==> src/rtl/p2s_rr_scheduler.sv <==
// Round-robin arbiter feeding one shared MSB-first parallel-to-serial shifter.
// A new word is granted in IDLE or on the LSB cycle of the current word, so words stream with no gap.
module p2s_rr_scheduler #(
  parameter int N   = 4,
  parameter int DW  = 4,
  parameter int IDW = 2
) (
  input  logic              clk,
  input  logic              rst,
  input  logic [N-1:0]      en_mask,
  input  logic [N-1:0]      req_valid,
  input  logic [N*DW-1:0]   req_data,
  output logic [N-1:0]      req_ready,
  output logic              ser_valid,
  output logic              ser_dout,
  output logic              ser_first,
  output logic              ser_last,
  output logic [IDW-1:0]    ser_id,
  output logic              busy
);

  localparam int BW = $clog2(DW);
  localparam logic [BW-1:0] BMAX = BW'(DW - 1);

  typedef enum logic {
    IDLE  = 1'b0,
    SHIFT = 1'b1
  } state_t;

  state_t           r_state;
  state_t           w_state_nxt;
  logic [BW-1:0]    r_bcnt;
  logic [BW-1:0]    w_bcnt_nxt;
  logic [IDW-1:0]   r_ptr;
  logic [IDW-1:0]   w_ptr_nxt;
  logic [IDW-1:0]   r_id;
  logic [IDW-1:0]   w_id_nxt;
  logic [DW-1:0]    r_shreg;
  logic [DW-1:0]    w_shreg_nxt;
  logic [N-1:0]     w_elig;
  logic             w_load_slot;
  logic             w_grant;
  logic [IDW-1:0]   w_gidx;
  logic [N-1:0]     w_ready;

  assign w_elig      = req_valid & en_mask;
  assign w_load_slot = (r_state == IDLE) || (r_bcnt == '0);

  // Circular search from ptr; walking k downward lets the nearest eligible index win.
  always_comb begin : rr_search
    logic [IDW:0]   v_sum;
    logic [IDW:0]   v_idx;
    logic [IDW-1:0] v_sel;
    logic           v_hit;
    w_grant = 1'b0;
    w_gidx  = '0;
    v_sum   = '0;
    v_idx   = '0;
    v_sel   = '0;
    v_hit   = 1'b0;
    for (int k = N - 1; k >= 0; k--) begin
      v_sum   = {1'b0, r_ptr} + (IDW+1)'(k);
      v_idx   = (v_sum >= (IDW+1)'(N)) ? (v_sum - (IDW+1)'(N)) : v_sum;
      v_sel   = v_idx[IDW-1:0];
      v_hit   = w_elig[v_sel];
      w_grant = w_grant | v_hit;
      w_gidx  = v_hit ? v_sel : w_gidx;
    end
  end

  // Next-state logic: load on a grant, drop to IDLE when nothing is eligible, otherwise shift.
  always_comb begin
    w_state_nxt = r_state;
    w_bcnt_nxt  = r_bcnt;
    w_ptr_nxt   = r_ptr;
    w_id_nxt    = r_id;
    w_shreg_nxt = r_shreg;
    w_ready     = '0;
    if (w_load_slot) begin
      if (w_grant) begin
        w_ready[w_gidx] = 1'b1;
        w_shreg_nxt     = req_data[DW*int'(w_gidx) +: DW];
        w_bcnt_nxt      = BMAX;
        w_ptr_nxt       = (w_gidx == IDW'(N - 1)) ? '0 : (w_gidx + IDW'(1));
        w_id_nxt        = w_gidx;
        w_state_nxt     = SHIFT;
      end else begin
        // Clearing the shifter keeps ser_dout low while the lane is idle.
        w_shreg_nxt = '0;
        w_bcnt_nxt  = '0;
        w_state_nxt = IDLE;
      end
    end else begin
      w_shreg_nxt = {r_shreg[DW-2:0], 1'b0};
      w_bcnt_nxt  = r_bcnt - BW'(1);
      w_state_nxt = SHIFT;
    end
  end

  // State and datapath registers.
  always_ff @(posedge clk or negedge rst) begin
    if (!rst) begin
      r_state <= IDLE;
      r_bcnt  <= '0;
      r_ptr   <= '0;
      r_id    <= '0;
      r_shreg <= '0;
    end else begin
      r_state <= w_state_nxt;
      r_bcnt  <= w_bcnt_nxt;
      r_ptr   <= w_ptr_nxt;
      r_id    <= w_id_nxt;
      r_shreg <= w_shreg_nxt;
    end
  end

  // Handshake outputs are masked by reset so nothing is accepted while it is held.
  assign req_ready = w_ready & {N{rst}};
  assign busy      = rst & ((r_state == SHIFT) | (|w_ready));

  assign ser_valid = (r_state == SHIFT);
  assign ser_dout  = r_shreg[DW-1];
  assign ser_first = (r_state == SHIFT) & (r_bcnt == BMAX);
  assign ser_last  = (r_state == SHIFT) & (r_bcnt == '0);
  assign ser_id    = r_id;

endmodule

==> config.mk <==
export PLATFORM = sky130hd
export DESIGN_NAME = p2s_rr_scheduler
export DESIGN_NICKNAME = d
export VERILOG_FILES = /design/src/rtl/p2s_rr_scheduler.sv
export SDC_FILE = /design/constraint.sdc
export NUM_CORES = 1
export LEC_CHECK = 0
export ABC_AREA = 1
export CAP_MARGIN = 20
export CORE_ASPECT_RATIO = 1.4
export CORE_UTILIZATION = 43
export DETAILED_ROUTE_END_ITERATION = 10
export PLACE_DENSITY = 0.76
export SLEW_MARGIN = 10
export SYNTH_ARGS = -nofsm -noshare
export SYNTH_HDL_FRONTEND = slang
export SYNTH_SLANG_ARGS = --single-unit
==> constraint.sdc <==
create_clock -name clk -period 2.1 [get_ports clk]
set_input_delay 0.21 -clock clk [delete_from_list [all_inputs] [get_ports clk]]
set_output_delay 0.21 -clock clk [all_outputs]
set_load 0.01 [all_outputs]
==> summary.txt, run 1 <==
Status
  • Run status: complete, but fails checks
  • Failing checks: setup timing

Layout
  • Non-filler instance count after layout: 210
  • Final #Nets: 219
  • Area Overhead vs Synth: 73.51%
  • Fin util: 0.8111
  • Ratio of cells with drive above 1 in the final layout: 0.4286
  • Filler cell count: ~140
  • Antenna cells: 0

Clock tree
  • Clock-pin slew on the worst setup and hold paths: 0.07 ns
  • TritonCTS Buffers: 3
  • Clock Latency Late Sink: about 0.28 ns
  • CTS Buffer Depth: 2
  • Hold-fix buffers at CTS: 0
  • CTS Sinks: 11
  • CTS tree: done
  • Root Buffer: clkbuf_4
  • H-tree lvl count: 1

Flow run
  • Max Cap Viol: 0

Critical path
  • Crit-path cells: buf_8, o21ai_4, nand2_2, nand3_4, nand2_4, nand2_4, nand2_4, ha_4, nand3_4, nand3_2, buf_6
  • Most common cell on crit path: nand2_4
  • Crit Path Class: reg -> out
  • Crit path max fanout: 5
  • Critical path data arrival time: 2.00 ns
  • CP max stage delay: 0.43 ns
  • Crit path required time: 1.89 ns
  • Type of origin of the critical path: register
  • Slowest-stage cell, CP: dfrtp_2
  • CP endpoint kind: primary output

Pwr
  • Sw Pwr: 1.416 mW
  • Sequential share of power: 0.137
  • Leakage: 0.8074 nW
  • P_int: 1.429 mW
  • Switching share of total power: 0.4977
  • Peak supply drop: 1138 uV
  • Clock share of power: 0.052
  • Pwr Density: between 1500 and 2000 nW/um2
  • Combinational power share: 0.811

Routing
  • Pre-antenna DRT Iters: 4
  • Vias/cell: 5.390
  • DR vias: around 1,100
  • Drt drc: 0
  • Starting DRT DRC Count: 37
  • DR WL/cell: 14.82 um
  • Final WL: between 3000 and 4000 um
  • Antenna viol nets, final: 0

Logic synthesis
  • Ys Warns: 0
  • Ys async rst share: 1.000
  • Top cell type's share of synthesized area: 0.2914
  • Register area share after synthesis: 0.2914
  • Cell variety after synth: 25
  • Area contributors post-synth: dfrtp_1 29%, nand3_1 13%, nand2_1 11%, nand2_2 6.6%, inv_1 6.4%
  • Mapped Nets: about 160
  • Synthesized area per cell: 7.380 um2
  • Cell taking the most area after synthesis: dfrtp_1
  • Post-synth EDFFs: 0
  • Mapped Area: 944.7 um2
  • #FFs+latches synth: 11
  • Most used DFF post-synth: dfrtp_1
  • Mapped Cells: 128

Global routing
  • First-pass GRT wire length: 4540 um
  • GRT Total Usage: 0.2428
  • Vias in the first global route: 1,118
  • Initial antenna violation count: 0
  • Gr ovfl total: 0
  • Largest net degree at the start of global routing: 10

Placed design
  • Placed cell count: 201
  • Dpl ws: -0.4196 ns
  • Final GP Congestion: 0.8500
  • DP Wirelength: 2015 um
  • Port Buffers: 36

Floorplan
  • Die Height: 57.46 um
  • Num ports: 37
  • Starting density of the core: 0.4675
  • Core area: approximately 2000 um2
  • # rows: 19
  • Die ar.: ~2400 um2
  • Die width: 41.62 um

Timing
  • Worst setup slack after layout: -0.1065 ns
  • F_max: 453.2 MHz
  • Slew at the pin closest to its max-slew limit: about 0.37 ns
  • Max transition margin: 0.7511
  • Setup Skew: 0.003827 ns
  • Tmin final: approximately 2.2 ns
  • Final Max Tran Viols: 0
  • Post-Route Setup TNS: -0.4061 ns
  • Crit share post-route: 1.051
  • RSZ-0062 raised after global routing: yes
  • Final hold violation count: 0
  • Final setup violating endpoints: 5
  • Worst hold margin: 0.2160 ns

Worst hold path
  • Hold Crit Class: in -> async
[cell usage in the layout (no fill, tap or decap)]
cell | Yosys | routed
o22ai_1 | 1 | 1
xor2_1 | 1 | 1
nor2_4 | 1 | 3
nor3_2 | 0 | 2
clkbuf_1 | 0 | 1
clkdlybuf4s50_1 | 0 | 31
nand2_1 | 28 | 20
dfrtp_1 | 11 | 9
o21ai_1 | 0 | 1
nand2_4 | 3 | 6
inv_6 | 1 | 1
ha_4 | 0 | 1
inv_2 | 2 | 5
buf_8 | 0 | 1
ha_1 | 3 | 2
nand4_1 | 2 | 2
xnor2_2 | 0 | 1
nor2_1 | 3 | 3
nand3b_1 | 1 | 1
inv_1 | 16 | 13
buf_2 | 0 | 3
buf_4 | 0 | 20
buf_6 | 1 | 4
o21ai_0 | 5 | 4
nand2_2 | 10 | 15
o21ai_4 | 0 | 2
nand3_1 | 25 | 19
nand3_4 | 1 | 3
nand3_2 | 4 | 8
dfrtp_2 | 0 | 2
a21oi_2 | 1 | 1
clkbuf_4 | 0 | 3
[worst max-delay path, delay by kind of cell (launching register included)]
kind	cells	cell delay, ns
flip-flops	1	0.43
AO/OA/AOI/OAI	1	0.21
adder cells (fa/ha/maj)	1	0.19
buffers and inverters	2	0.27
AND/OR/NAND/NOR	7	0.62
[kinds of logic after synthesis]
family	count (synthesis)	share of synthesized area
simple gates	82	0.4755
buf+inv	21	0.1139
flops	11	0.2914
compound gates	9	0.06093
fa+ha+maj	3	0.03974
xor+xnor	2	0.01855
[power by group through the flow]
stage / registers (mW) / logic, mW / clock network, mW
floorplan: 0.375 / 1.16 / 0
finish: 0.390 / 2.31 / 0.148
detailed placement: 0.413 / 1.77 / 0
CTS: 0.385 / 2.13 / 0.143
global route: 0.399 / 2.46 / 0.158
global placement: 0.406 / 1.73 / 0
[per-stage QoR]
| stage | instance area [um2] | power (mW) |
|---|---|---|
| global route | 1639 | 3.016 |
| CTS | 1599 | 2.663 |
| global placement | 1435 | 2.135 |
| floorplan | 944.7 | 1.540 |
| detailed placement | 1435 | 2.188 |
| finish | 1639 | 2.845 |
[final timing paths]
path                       slack (ns)              endpoint                 start  cells past startpoint
setup / recovery                -0.11                  busy  r_ptr[0]$_DFFE_PN0P_                     11
hold / removal                   0.22  r_ptr[0]$_DFFE_PN0P_                   rst                      1
setup reg to reg                 0.21  r_shreg[3]$_DFF_PN0_  r_ptr[0]$_DFFE_PN0P_                     12
hold reg to reg                  0.46  r_shreg[1]$_DFF_PN0_  r_shreg[0]$_DFF_PN0_                      2
max in group asynchronous        1.42   r_bcnt[1]$_DFF_PN0_                   rst                      2
min in group clk                 0.46  r_shreg[1]$_DFF_PN0_  r_shreg[0]$_DFF_PN0_                      2
[cell usage after synthesis (3+ instances only)]
library cell,n
o21ai_0,5
nand2_2,10
nand2_4,3
dfrtp_1,11
nand3_2,4
inv_1,16
nand3_1,25
ha_1,3
nand2_1,28
nor2_1,3
[timing repair]
item	CTS	global route
cloned	0	0
pin swaps	9	8
setup buffers	4	1
endpoints found under the setup margin	5	5
gates resized for setup	49	12
[metal layers]
layer  vias up  track usage  share of wire
met4         0       0.1014          0.043
li1        536            -              -
met2        67       0.4821           0.54
met1       512       0.2352           0.36
met5         -            0              0
met3        17      0.04747          0.057
[final cells by class]
class	count	area (um2)	area share
Timing Repair Buffer	59	535.5	0.3267
Tap cell	21	26.28	0.01603
Inverter	19	76.32	0.04656
Sequential cell	11	277.8	0.1695
Clock buffer	4	26.28	0.01603
Multi-Input combinational cell	96	696.9	0.4252
[flip-flops by register name, indices dropped and copies added, names as in the netlist]
name / count
r_bcnt: 2
r_ptr: 2
r_shreg: 4
ser_id: 2
ser_valid: 1
(Power assumes the default switching activity.)
==> inputs of run 2 (changes only) <==
--- a/config.mk
+++ b/config.mk
@@ -8,9 +8,10 @@
 export ABC_AREA = 1
 export CAP_MARGIN = 20
 export CORE_ASPECT_RATIO = 1.4
-export CORE_UTILIZATION = 43
+export CORE_UTILIZATION = 45
 export DETAILED_ROUTE_END_ITERATION = 10
-export PLACE_DENSITY = 0.76
+export DONT_BUFFER_PORTS = 1
+export PLACE_DENSITY = 0.57
 export SLEW_MARGIN = 10
 export SYNTH_ARGS = -nofsm -noshare
 export SYNTH_HDL_FRONTEND = slang
==> constraint.sdc (replaced) <==
create_clock -name clk -period 2.1 [get_ports clk]
set_input_delay 0.63 -clock clk [delete_from_list [all_inputs] [get_ports clk]]
set_output_delay 0.63 -clock clk [all_outputs]
set_load 0.01 [all_outputs]
==> run 2 against run 1 <==
Maximum frequency shrank 9.6%; clock power is 5% lower; the flow still finishes with violations (setup timing); sequential share of layout area up 4.6 points; wire length down 29%; largest cell class unchanged.
==> summary.txt, run 2 (same netlist as run 1, synthesis figures left out) <==
Status
  • Run status: complete, but fails checks
  • Failing checks: setup timing

Placed design
  • Final GP Congestion: 0.8103
  • DP Wirelength: about 1800 um
  • Port Buffers: 0

Flow run
  • Max Cap Viol: 0

Pwr
  • Pwr Density: 1900 nW/um2
  • Sequential share of power: 0.158
  • Clock share of power: 0.058
  • Peak supply drop: 1215 uV
  • Leakage: 0.6454 nW
  • Combinational power share: 0.784
  • Switching share of total power: 0.5065
  • Sw Pwr: 1.232 mW
  • P_int: 1.200 mW

Floorplan
  • Core area: 1973 um2
  • Num ports: 37
  • # rows: 19
  • Die ar.: 2289 um2
  • Die Height: ~56 um
  • Die width: 40.72 um
  • Starting density of the core: 0.4788

Clock tree
  • Clock Latency Late Sink: roughly 0.26 ns
  • Hold-fix buffers at CTS: 0
  • H-tree lvl count: 1
  • TritonCTS Buffers: 3
  • CTS tree: done
  • Root Buffer: clkbuf_4
  • CTS Buffer Depth: 2
  • CTS Sinks: 11
  • Clock-pin slew on the worst setup and hold paths: 0.07 ns

Layout
  • Final #Nets: 180
  • Commonest non-fill, non-tap cells in the layout: 20 x nand2_1, 19 x nand3_1, 18 x buf_4
  • Ratio of cells with drive above 1 in the final layout: 0.4733
  • Most common cell after layout, fill and taps aside: nand2_1
  • Antenna cells: 0
  • Fin util: 0.6487
  • Largest register FFs: 4
  • Top reg by flops: r_shreg
  • Area Overhead vs Synth: 35.50%

Critical path
  • CP endpoint kind: primary output
  • Crit-path cells: buf_12, nand2_2, nand3_2, nand2_2, nand3_4, nand2_2, nand2_4, nand2_4, ha_4, nand3_2, nand3_2
  • CP top delay family: simple AND/OR/NAND/NOR gates
  • Crit Path Class: reg -> out
  • CP bufs+invs: 1
  • Type of origin of the critical path: register
  • R2R setup slack: 0.37 ns
  • R2r worst-path depth: 14
  • CP max stage delay: 0.40 ns
  • Crit path required time: 1.47 ns
  • Crit path max fanout: 10
  • Slowest-stage cell, CP: dfrtp_1
  • Worst r2r src: r_ptr[0]$_DFFE_PN0P_
  • FF-to-FF End: r_shreg[2]$_DFF_PN0_
  • Critical path data arrival time: 1.81 ns

Global routing
  • Met1 usage: 0.2588
  • First-pass GRT wire length: about 3500 um
  • Met2 track demand over resource: 0.3810
  • GRT Total Usage: 0.2179
  • Largest net degree at the start of global routing: 16
  • Vias in the first global route: around 870
  • Initial antenna violation count: 0
  • Gr ovfl total: 0
  • Routing usage on met3: 0.01600
  • Most Used Layer, Global Route: met2

Timing
  • Worst setup slack after layout: -0.3400 ns
  • Setup Skew: 0.001613 ns
  • Tmin final: 2.440 ns
  • Final Max Tran Viols: 0
  • Final setup violating endpoints: 5
  • Final hold violation count: 0
  • Crit share post-route: 1.162
  • RSZ-0062 raised after global routing: yes
  • Slew at the pin closest to its max-slew limit: ~0.21 ns
  • Max transition margin: 0.8609
  • Worst hold margin: 0.05346 ns
  • F_max: 409.8 MHz

Routing
  • Vias/cell: 5.363
  • DR vias: 917
  • Final WL: 2208 um
  • DR WL/cell: around 13 um
  • Drt drc: 0
  • Pre-antenna DRT Iters: 4
  • Antenna viol nets, final: 0
  • Starting DRT DRC Count: 18

Worst hold path
  • Hold Crit Class: in -> async
run 2: cell count changes in the layout (fill, tap and decap cells not counted), moves of 3 or more:
| cell | previous run | this run |
|---|---|---|
| buf_6 | 4 | 1 |
| clkdlybuf4s50_1 | 31 | 0 |
| buf_2 | 3 | 0 |
| nand2_4 | 6 | 3 |
run 2: per-layer routing:
metal / part of all wire / wire length, um
met1: 0.42 / 928
met2: 0.54 / 1190
met3: 0.029 / 65
met4: 0.011 / 24
met5: 0 / 0
run 2: worst max path at each step:
stage	startpoint	endpoint	slack (ns)	cells past startpoint
after floorplan	req_valid[3]	busy	-0.24	11
after global placement	req_valid[3]	req_ready[2]	-0.19	10
after detailed placement	req_valid[3]	req_ready[0]	-0.21	10
after CTS	r_ptr[0]$_DFFE_PN0P_	busy	-0.35	12
after global routing	r_ptr[0]$_DFFE_PN0P_	busy	-0.45	12
final	r_ptr[0]$_DFFE_PN0P_	busy	-0.34	11
run 2: timing repair:
| item | in CTS | in global routing |
|---|---|---|
| pin swaps | 2 | 0 |
| endpoints found under the setup margin | 5 | 5 |
| gates resized for setup | 11 | 1 |
| buffers inserted | 1 | 0 |
run 2: stage by stage:
| stage | total power, mW | instance area, um2 | cells | setup WS (ns) | TNS, ns |
|---|---|---|---|---|---|
| after floorplan | 1.640 | 1045 | 128 | -0.2422 | -0.8540 |
| after global placement | 2.113 | 1195 | 166 | -0.1913 | -0.7782 |
| after detailed placement | 2.155 | 1195 | 166 | -0.2069 | -0.8504 |
| after CTS | 2.440 | 1280 | 171 | -0.3462 | -1.568 |
| after global routing | 2.656 | 1280 | 171 | -0.4532 | -2.104 |
| final | 2.431 | 1280 | 171 | -0.3400 | -1.554 |
run 2: area by class of cell:
cell class / instances / area [um2]
Multi-Input combinational cell: 96 / 709.4
Timing Repair Buffer: 20 / 166.4
Clock buffer: 4 / 26.28
Sequential cell: 11 / 275.3
Tap cell: 21 / 26.28
Fill cell: 196 / 693.2
Inverter: 19 / 76.32
run 2: power groups by stage:
stage	Sequential, mW	Combinational, mW	Clock, mW
floorplan	0.377	1.26	0
detailed placement	0.384	1.77	0
CTS	0.384	1.91	0.147
global placement	0.379	1.73	0
global route	0.397	2.10	0.155
finish	0.384	1.91	0.140
==> inputs of run 3 (changes only) <==
==> constraint.sdc (replaced) <==
create_clock -name clk -period 2.5 [get_ports clk]
set_input_delay 0.75 -clock clk [delete_from_list [all_inputs] [get_ports clk]]
set_output_delay 0.75 -clock clk [all_outputs]
set_load 0.01 [all_outputs]
==> run 3 against run 2 <==
Clock power decreased by 15%; the run still ends with setup timing left; critical path type unchanged; sequential share of layout area fell by 0.93 points; wire length shrank 1.3%; die area did not move; clock skew shrank 0.00092 ns; non-clock buffer count is 1 lower; design area increased by 5.0%; largest cell class unchanged; total power down 10%; worst setup slack better by 0.23 ns.
==> summary.txt, run 3 (same netlist as run 1, synthesis figures left out) <==
Status
  • Run status: complete, but fails checks
  • Failing checks: setup timing

Layout
  • Filler cell count: 174
  • Final #Nets: around 180
  • Largest register FFs: 4
  • Top reg by flops: r_shreg
  • Antenna cells: 0
  • Fin util: 0.6810
  • Area Overhead vs Synth: 42.25%
  • Commonest non-fill, non-tap cells in the layout: 20 x nand2_1, 19 x nand3_1, 16 x buf_4
  • Ratio of cells with drive above 1 in the final layout: 0.4832
  • Most common cell after layout, fill and taps aside: nand2_1

Timing
  • Crit share post-route: 1.045
  • Final Max Tran Viols: 0
  • Worst setup slack after layout: -0.1129 ns
  • Max transition margin: 0.8028
  • Tmin final: 2.613 ns
  • Final setup violating endpoints: 5
  • Post-Route Setup TNS: -0.4505 ns
  • Final hold violation count: 0
  • Worst hold margin: 0.1742 ns
  • Slew at the pin closest to its max-slew limit: 0.2958 ns
  • F_max: 382.7 MHz
  • RSZ-0062 raised after global routing: yes
  • Setup Skew: 0.0006943 ns

Placed design
  • Port Buffers: 0
  • Final GP Congestion: between 0.8 and 0.9
  • Dpl ws: -0.04167 ns
  • DP Wirelength: between 1500 and 2000 um

Routing
  • Vias/cell: about 5.4
  • DR WL/cell: 12.82 um
  • Pre-antenna DRT Iters: 4
  • Starting DRT DRC Count: 18
  • Final WL: 2179 um
  • Drt drc: 0
  • Antenna viol nets, final: 0
  • DR vias: 913

Clock tree
  • Root Buffer: clkbuf_4
  • CTS tree: done
  • TritonCTS Buffers: 3
  • Clock Latency Late Sink: roughly 0.26 ns
  • CTS Sinks: 11
  • H-tree lvl count: 1
  • CTS Buffer Depth: 2
  • Clock-pin slew on the worst setup and hold paths: around 0.070 ns

Critical path
  • CP endpoint kind: primary output
  • Crit Path Class: reg -> out
  • Critical path data arrival time: about 1.9 ns
  • Type of origin of the critical path: register
  • Crit path max fanout: 5
  • Crit path required time: about 1.8 ns

Global routing
  • GRT Total Usage: 0.2165
  • Vias in the first global route: 875
  • First-pass GRT wire length: 3574 um
  • Initial antenna violation count: 0
  • Largest net degree at the start of global routing: 16
  • Gr ovfl total: 0

Pwr
  • Peak supply drop: 1028 uV
  • Pwr Density: 1622 nW/um2
  • Leakage: 0.6625 nW

Floorplan
  • Core area: 1973 um2
  • Num ports: 37
  • # rows: 19
  • Die ar.: 2289 um2
  • Die Height: 56.21 um
  • Starting density of the core: 0.4788
  • Die width: 40.72 um

Flow run
  • Max Cap Viol: 0

Worst hold path
  • Hold Crit Class: in -> async
==> run 3: cell count changes in the layout (fill, tap and decap cells not counted), sizes merged <==
cell    delta
buf        -2
clkbuf     +1
==> run 3: cell type report <==
type / instances / area [um2] / area share
Inverter: 19 / 81.33 / 0.06052
Timing Repair Buffer: 19 / 176.4 / 0.1313
Tap cell: 21 / 26.28 / 0.01955
Clock buffer: 4 / 26.28 / 0.01955
Sequential cell: 11 / 276.5 / 0.2058
Multi-Input combinational cell: 96 / 757.0 / 0.5633
==> run 3: metal layers <==
metal | vias up | GRT usage | routed length (um)
li1 | 462 | - | -
met1 | 429 | 0.2746 | 958
met2 | 18 | 0.3628 | 1169
met3 | 4 | 0.01600 | 23
met4 | 0 | 0.07143 | 28
met5 | - | 0 | 0
==> run 3: report_power, final <==
group	internal, mW	leakage (nW)	switching (mW)	total [mW]
Clock	0.0617	0.0150	0.0571	0.119
Combinational	0.759	0.515	0.958	1.72
Sequential	0.263	0.132	0.0806	0.343
==> run 3: what timing repair did <==
action	4_1_cts	5_1_grt
endpoints found under the hold margin	0	0
setup endpoints to repair	5	5
pin swaps	12	4
setup buffers	4	1
gates resized for setup	21	5
hold buffers	0	0
gates cloned	1	0
==> run 3: worst paths after layout <==
path | from | endpoint | slack (ns) | cells past startpoint
max in group asynchronous | rst | r_ptr[0]$_DFFE_PN0P_ | 2.25 | 0
setup reg to reg | r_ptr[0]$_DFFE_PN0P_ | r_shreg[1]$_DFF_PN0_ | 0.58 | 13
hold / removal | rst | r_bcnt[1]$_DFF_PN0_ | 0.17 | 0
setup / recovery | r_ptr[0]$_DFFE_PN0P_ | req_ready[2] | -0.11 | 10
hold reg to reg | r_shreg[2]$_DFF_PN0_ | r_shreg[3]$_DFF_PN0_ | 0.46 | 2
min in group clk | r_shreg[2]$_DFF_PN0_ | r_shreg[3]$_DFF_PN0_ | 0.46 | 2
==> run 3: critical path, stage by stage (launching register included) <==
cell	delay [ns]
dfrtp_2	0.44
clkbuf_16	0.18
o21ai_4	0.18
nand2_2	0.11
nand3_4	0.11
nand2_4	0.06
nand2_4	0.09
nand2_8	0.07
nor2_4	0.14
inv_4	0.06
nor3_4	0.15
==> run 3: stage by stage <==
step | power, mW | area (um2) | cells
4_1_cts | 2.144 | 1323 | 169
6_report | 2.179 | 1344 | 170
5_1_grt | 2.363 | 1344 | 170
3_5_place_dp | 1.735 | 1150 | 160
2_1_floorplan | 1.377 | 1045 | 128
3_3_place_gp | 1.701 | 1150 | 160
